**config.mk**
```make
export PLATFORM = sky130hd
export DESIGN_NAME = f_frame_acc
export DESIGN_NICKNAME = d
export VERILOG_FILES = /design/src/rtl/f_frame_acc_pkg.sv /design/src/rtl/f_rec_fifo.sv /design/src/rtl/f_frame_acc.sv
export SDC_FILE = /design/constraint.sdc
export NUM_CORES = 1
export LEC_CHECK = 0
export CAP_MARGIN = 20
export CORE_MARGIN = 8
export CORE_UTILIZATION = 52
export DETAILED_ROUTE_END_ITERATION = 7
export PLACE_DENSITY = 0.77
export SLEW_MARGIN = 0
export SYNTH_ARGS = -nofsm -noshare
export SYNTH_HDL_FRONTEND = slang
export SYNTH_SLANG_ARGS = --single-unit
export TNS_END_PERCENT = 1
```
**constraint.sdc**
```tcl
create_clock -name clk -period 4.88 [get_ports clk]
set_input_delay 0.976 -clock clk [delete_from_list [all_inputs] [get_ports clk]]
set_output_delay 0.976 -clock clk [all_outputs]
set_load 0.05 [all_outputs]
```
**src/rtl/f_frame_acc_pkg.sv**
```systemverilog
// Shared types and helpers for the f-value frame accumulator.
package f_frame_acc_pkg;

  typedef enum logic [0:0] {
    StIdle,
    StAcc
  } acc_state_e;

  // Width of one packed {sum, max, cnt} record.
  function automatic int unsigned rec_width(input int unsigned acc_w, input int unsigned dw,
                                            input int unsigned cnt_w);
    return acc_w + dw + 3 + cnt_w;
  endfunction

endpackage

```
**src/rtl/f_rec_fifo.sv**
```systemverilog
// Two-entry synchronous FIFO holding packed frame records; head is always visible on rdata.
module f_rec_fifo
  import f_frame_acc_pkg::*;
#(
  parameter int unsigned Width = 8
) (
  input  logic             clk,
  input  logic             rst_n,
  input  logic             push,
  input  logic [Width-1:0] wdata,
  input  logic             pop,
  output logic [Width-1:0] rdata,
  output logic             full,
  output logic             empty
);

  logic [Width-1:0] mem_q [2];
  logic             rd_ptr_q, wr_ptr_q;
  logic [1:0]       count_q, count_d;
  logic             do_push, do_pop;

  assign empty = (count_q == 2'd0);
  assign full  = (count_q == 2'd2);
  assign rdata = mem_q[rd_ptr_q];

  // A pop frees the slot, so a simultaneous push into a full FIFO is accepted.
  assign do_pop  = pop & ~empty;
  assign do_push = push & (~full | do_pop);

  always_comb begin
    count_d = count_q;
    unique case ({do_push, do_pop})
      2'b10:   count_d = count_q + 2'd1;
      2'b01:   count_d = count_q - 2'd1;
      default: count_d = count_q;
    endcase
  end

  always_ff @(posedge clk) begin
    if (!rst_n) begin
      mem_q[0] <= '0;
      mem_q[1] <= '0;
      rd_ptr_q <= 1'b0;
      wr_ptr_q <= 1'b0;
      count_q  <= 2'd0;
    end else begin
      if (do_push) begin
        mem_q[wr_ptr_q] <= wdata;
        wr_ptr_q        <= ~wr_ptr_q;
      end
      if (do_pop) begin
        rd_ptr_q <= ~rd_ptr_q;
      end
      count_q <= count_d;
    end
  end

endmodule

```
**src/rtl/f_frame_acc.sv**
```systemverilog
// Accumulates FRAME_LEN f samples into {sum, max, cnt} records and buffers them for a
// stalling consumer; completed frames that find the buffer full are dropped and flagged.
module f_frame_acc
  import f_frame_acc_pkg::*;
#(
  parameter int unsigned DW        = 16,
  parameter int unsigned FRAME_LEN = 8,
  parameter int unsigned CNT_W     = $clog2(FRAME_LEN + 1),
  parameter int unsigned ACC_W     = DW + 3 + $clog2(FRAME_LEN)
) (
  input  logic             clk,
  input  logic             rst_n,
  input  logic [DW+2:0]    f_in,
  input  logic             f_rdy,
  input  logic             flush,
  output logic [ACC_W-1:0] out_sum,
  output logic [DW+2:0]    out_max,
  output logic [CNT_W-1:0] out_cnt,
  output logic             out_valid,
  input  logic             out_ready,
  output logic             ovf,
  output logic             busy
);

  localparam int unsigned RecW = rec_width(ACC_W, DW, CNT_W);

  acc_state_e       state_q, state_d;
  logic [CNT_W-1:0] cnt_q, cnt_d, cnt_n;
  logic [ACC_W-1:0] sum_q, sum_d, sum_n;
  logic [DW+2:0]    max_q, max_d, max_n;
  logic             push, close;
  logic             ovf_q;
  logic             fifo_full, fifo_empty;
  logic [RecW-1:0]  rec_in, rec_head;

  always_comb begin
    state_d = state_q;
    cnt_n   = cnt_q;
    sum_n   = sum_q;
    max_n   = max_q;
    close   = 1'b0;
    unique case (state_q)
      StIdle: begin
        if (f_rdy) begin
          cnt_n = CNT_W'(1);
          sum_n = ACC_W'(f_in);
          max_n = f_in;
        end
        // Flush with nothing open is ignored; with a same-cycle sample it closes a 1-sample frame.
        close = f_rdy & flush;
      end
      StAcc: begin
        if (f_rdy) begin
          cnt_n = cnt_q + CNT_W'(1);
          sum_n = sum_q + ACC_W'(f_in);
          max_n = (f_in > max_q) ? f_in : max_q;
        end
        close = flush | (f_rdy & (cnt_q == CNT_W'(FRAME_LEN - 1)));
      end
      default: ;
    endcase

    push   = close;
    rec_in = {sum_n, max_n, cnt_n};
    if (close) begin
      cnt_d   = '0;
      sum_d   = '0;
      max_d   = '0;
      state_d = StIdle;
    end else begin
      cnt_d   = cnt_n;
      sum_d   = sum_n;
      max_d   = max_n;
      state_d = (cnt_n != '0) ? StAcc : StIdle;
    end
  end

  always_ff @(posedge clk) begin
    if (!rst_n) begin
      state_q <= StIdle;
      cnt_q   <= '0;
      sum_q   <= '0;
      max_q   <= '0;
      ovf_q   <= 1'b0;
    end else begin
      state_q <= state_d;
      cnt_q   <= cnt_d;
      sum_q   <= sum_d;
      max_q   <= max_d;
      if (push && fifo_full && !out_ready) begin
        ovf_q <= 1'b1;
      end
    end
  end

  f_rec_fifo #(
    .Width(RecW)
  ) u_fifo (
    .clk  (clk),
    .rst_n(rst_n),
    .push (push),
    .wdata(rec_in),
    .pop  (out_ready),
    .rdata(rec_head),
    .full (fifo_full),
    .empty(fifo_empty)
  );

  assign {out_sum, out_max, out_cnt} = rec_head;
  assign out_valid = ~fifo_empty;
  assign ovf       = ovf_q;
  assign busy      = (cnt_q != '0);

endmodule

```
==> impl_metrics.toml <==
[outcome]
outcome = "finished clean"

[drt]
iteration_0_drc_count_of_the_detailed_router = 433
detail_route.vias_per_cell = 5.78
detail_route.first_pass.iterations = 5
drtAntennaViolNets = 0
postRouteWirelength_mm = 18.7
route.detailed.drc = 0
num_vias = 5611
wl_per_cell_um = 19.3

[clock_tree]
clock_latency_ns = 0.43
clk_path_buf_depth = 2
cts.root.buffer_cell = "clkbuf_16"
tritoncts = "done"
post_cts_resized = 0
clkSlewWorstSetupHoldPaths_ns = 0.06
cts.sink_count = 142
cts_hold_repair.buffers = 0
cts_setup_buffers = 0
h-tree-depth = 4
cts-buffers-inserted = 17

[worst_hold_path]
min-delay-path-class = "reg2reg"

[global_route]
overflow_after_grt = 0
grt_max_degree = 46
number_of_antenna_violations_at_the_first_check_in_global_routing = 0
grt_pass1_vias = 5648
grt_first_pass_wirelength_mm = 30.0
track_usage_pct = 21.0

[final_layout]
design.final.nets = 844
drive_above_1_share_pct = 12.9
insertedDiodeCount = 0
filler_cell_count = 1114
final_cell_mix = "nor2_1 (144), edfxtp_1 (90), clkdlybuf4s50_1 (71), dfxtp_1 (51), a21oi_1 (47)"
final_common_cell = "nor2_1"
layout_stage_area_growth_over_the_synthesis_result_pct = 20.9
fin_util_pct = 64.4
layout.cells.non_filler = 970

[worst_setup_path]
critical_path_endpoint_category = "register"
cp_max_fo = 16
cp-start-kind = "input port"
worst_ep_required_time_ns = 5.03
arrival_ns = 3.95
timing.reg2reg.setup_slack_ns = 1.69
timing_worst_setup_path_type = "in2reg"

[placed_design]
detailed_place_hpwl_mm = 13.3
i_o_buffers = 71
post-place-cells = 937
finalWeightedCongestion = 0.919
place_worst_setup_slack_ns = 0.702

[pwr]
power_leakage_nw = 3.44
worst_ir_drop_vdd_v = 0.000244
power_density_nw_per_um2 = 452

[yosys]
synth.top_cells.by_area = "edfxtp_1 (37%), dfxtp_1 (14%), nor2_1 (7.3%)"
synthesis.area_sq_um = 7390
number_of_nets_in_the_synthesized_netlist = 775
synth_seq_cells = 142
synth_enable_flop_cells = 90
postSynth.topFlopCell = "edfxtp_1"
yosys_warnings = 0
post_synthesis_cell_type_count = 63
synth_area_per_cell_sq_um = 10.4
synthCells = 708
synth_top_area_share_pct = 36.6
synth.yosys.seq_area_share_pct = 50.7
asyncSetResetFlopFracSynth_pct = 0
cell_type_with_the_largest_total_area_after_synthesis = "edfxtp_1"

[timing]
timing.final.crit_share_pct = 77.7
finalCriticalPeriod_ns = 3.79
layout_setup_ws_ns = 1.09
report.final.slew_viol_count = 0
worst_pin_slew_ns = 0.894
timing.final.hold_violations = 0
final_setup_fails = 0
setup_skew_after_layout_ns = 0.00982
worst_slew_margin_rel_pct = 40.2
rsz0062_at_grt = "no"
tns_ns = 0
maxClockFrequency_mhz = 264

[flow_run]
maxCapViolations = 0

[floorplanning]
floorplan.rows = 43
die-width_um = 135
ioPinCount = 72
initial_core_util_pct = 53.2
die_area_sq_um = 18300
core_region_area_sq_um = 13900
floorplan.die.height_um = 135
[flip-flops by register name (all words and copies together), names as in the netlist, named ones only]
register and count:
state_q 1, ovf 1, cnt_q 4, max_q 19, u_fifo.rd_ptr_q 1, u_fifo.mem_q 90
u_fifo.wr_ptr_q 1, sum_q 22, u_fifo.count_q 2
[critical path, stage by stage]
cell             delay [ns]
clkdlybuf4s50_1        0.54
ha_1                   0.40
nand3_2                0.11
nor2_1                 0.15
nand4_1                0.15
or4_1                  0.50
o211ai_1               0.21
buf_4                  0.37
mux2i_1                0.45
nor2_1                 0.09
[synthesized netlist by cell type (4+ instances only)]
cell	count
o21a_1	6
o21ai_0	23
nand2_1	31
or4_1	4
nor2b_1	5
nand4_1	5
xnor2_1	11
o211ai_1	4
and2_1	5
nor2_1	144
a21oi_1	47
mux2_2	45
inv_1	31
dfxtp_1	52
nand3_1	8
ha_1	42
a21o_1	12
mux2i_1	27
clkbuf_1	23
nor3_1	22
edfxtp_1	90
nor3b_1	4
[kinds of logic after synthesis]
family                   after synthesis  share of synthesized area [%]
AND/OR/NAND/NOR                      242                           14.3
adder cells (fa/ha/maj)               43                           7.38
flip-flops                           142                           50.7
multiplexers                          72                           10.5
buffers and inverters                 65                           4.05
XOR/XNOR                              14                           1.66
AO/OA/AOI/OAI                        130                           11.4
[final timing paths]
kind         startpoint             endpoint  cells after the start
max            f_in[18]  u_fifo.mem_q[1][14]                     10
min                 ovf                  ovf                      1
max reg2reg     state_q  u_fifo.mem_q[1][14]                      8
min reg2reg         ovf                  ovf                      1
[layer usage]
metal  vias up  GRT usage [%]  wire, um
met4         0           8.45       450
li1       2687              -         -
met3        29           4.08       990
met5         -              0         0
met1      2730           27.0      8290
met2       165           34.2      8960
[metrics by stage]
stage / total power [mW] / hold slack [ns] / area (sq um)
floorplan: 2.32 / 0.468 / 7390
detailed placement: 2.70 / 0.457 / 8290
CTS: 4.06 / 0.467 / 8920
finish: 4.03 / 0.467 / 8930
global route: 4.18 / 0.517 / 8930
global placement: 2.67 / 0.457 / 8270
[power by group]
part | switching [mW] | internal [mW]
combinational | 0.775 | 0.459
sequential | 0.0585 | 1.39
clock | 0.509 | 0.846
[final cells by class]
cell class | instances | area (sq um) | area share (%)
Tap cell | 180 | 225 | 2.52
Inverter | 32 | 120 | 1.34
Clock buffer | 19 | 464 | 5.20
Clock inverter | 13 | 160 | 1.79
Multi-Input combinational cell | 501 | 3360 | 37.6
Timing Repair Buffer | 83 | 858 | 9.61
Sequential cell | 142 | 3740 | 41.9
(Power assumes the default switching activity.)
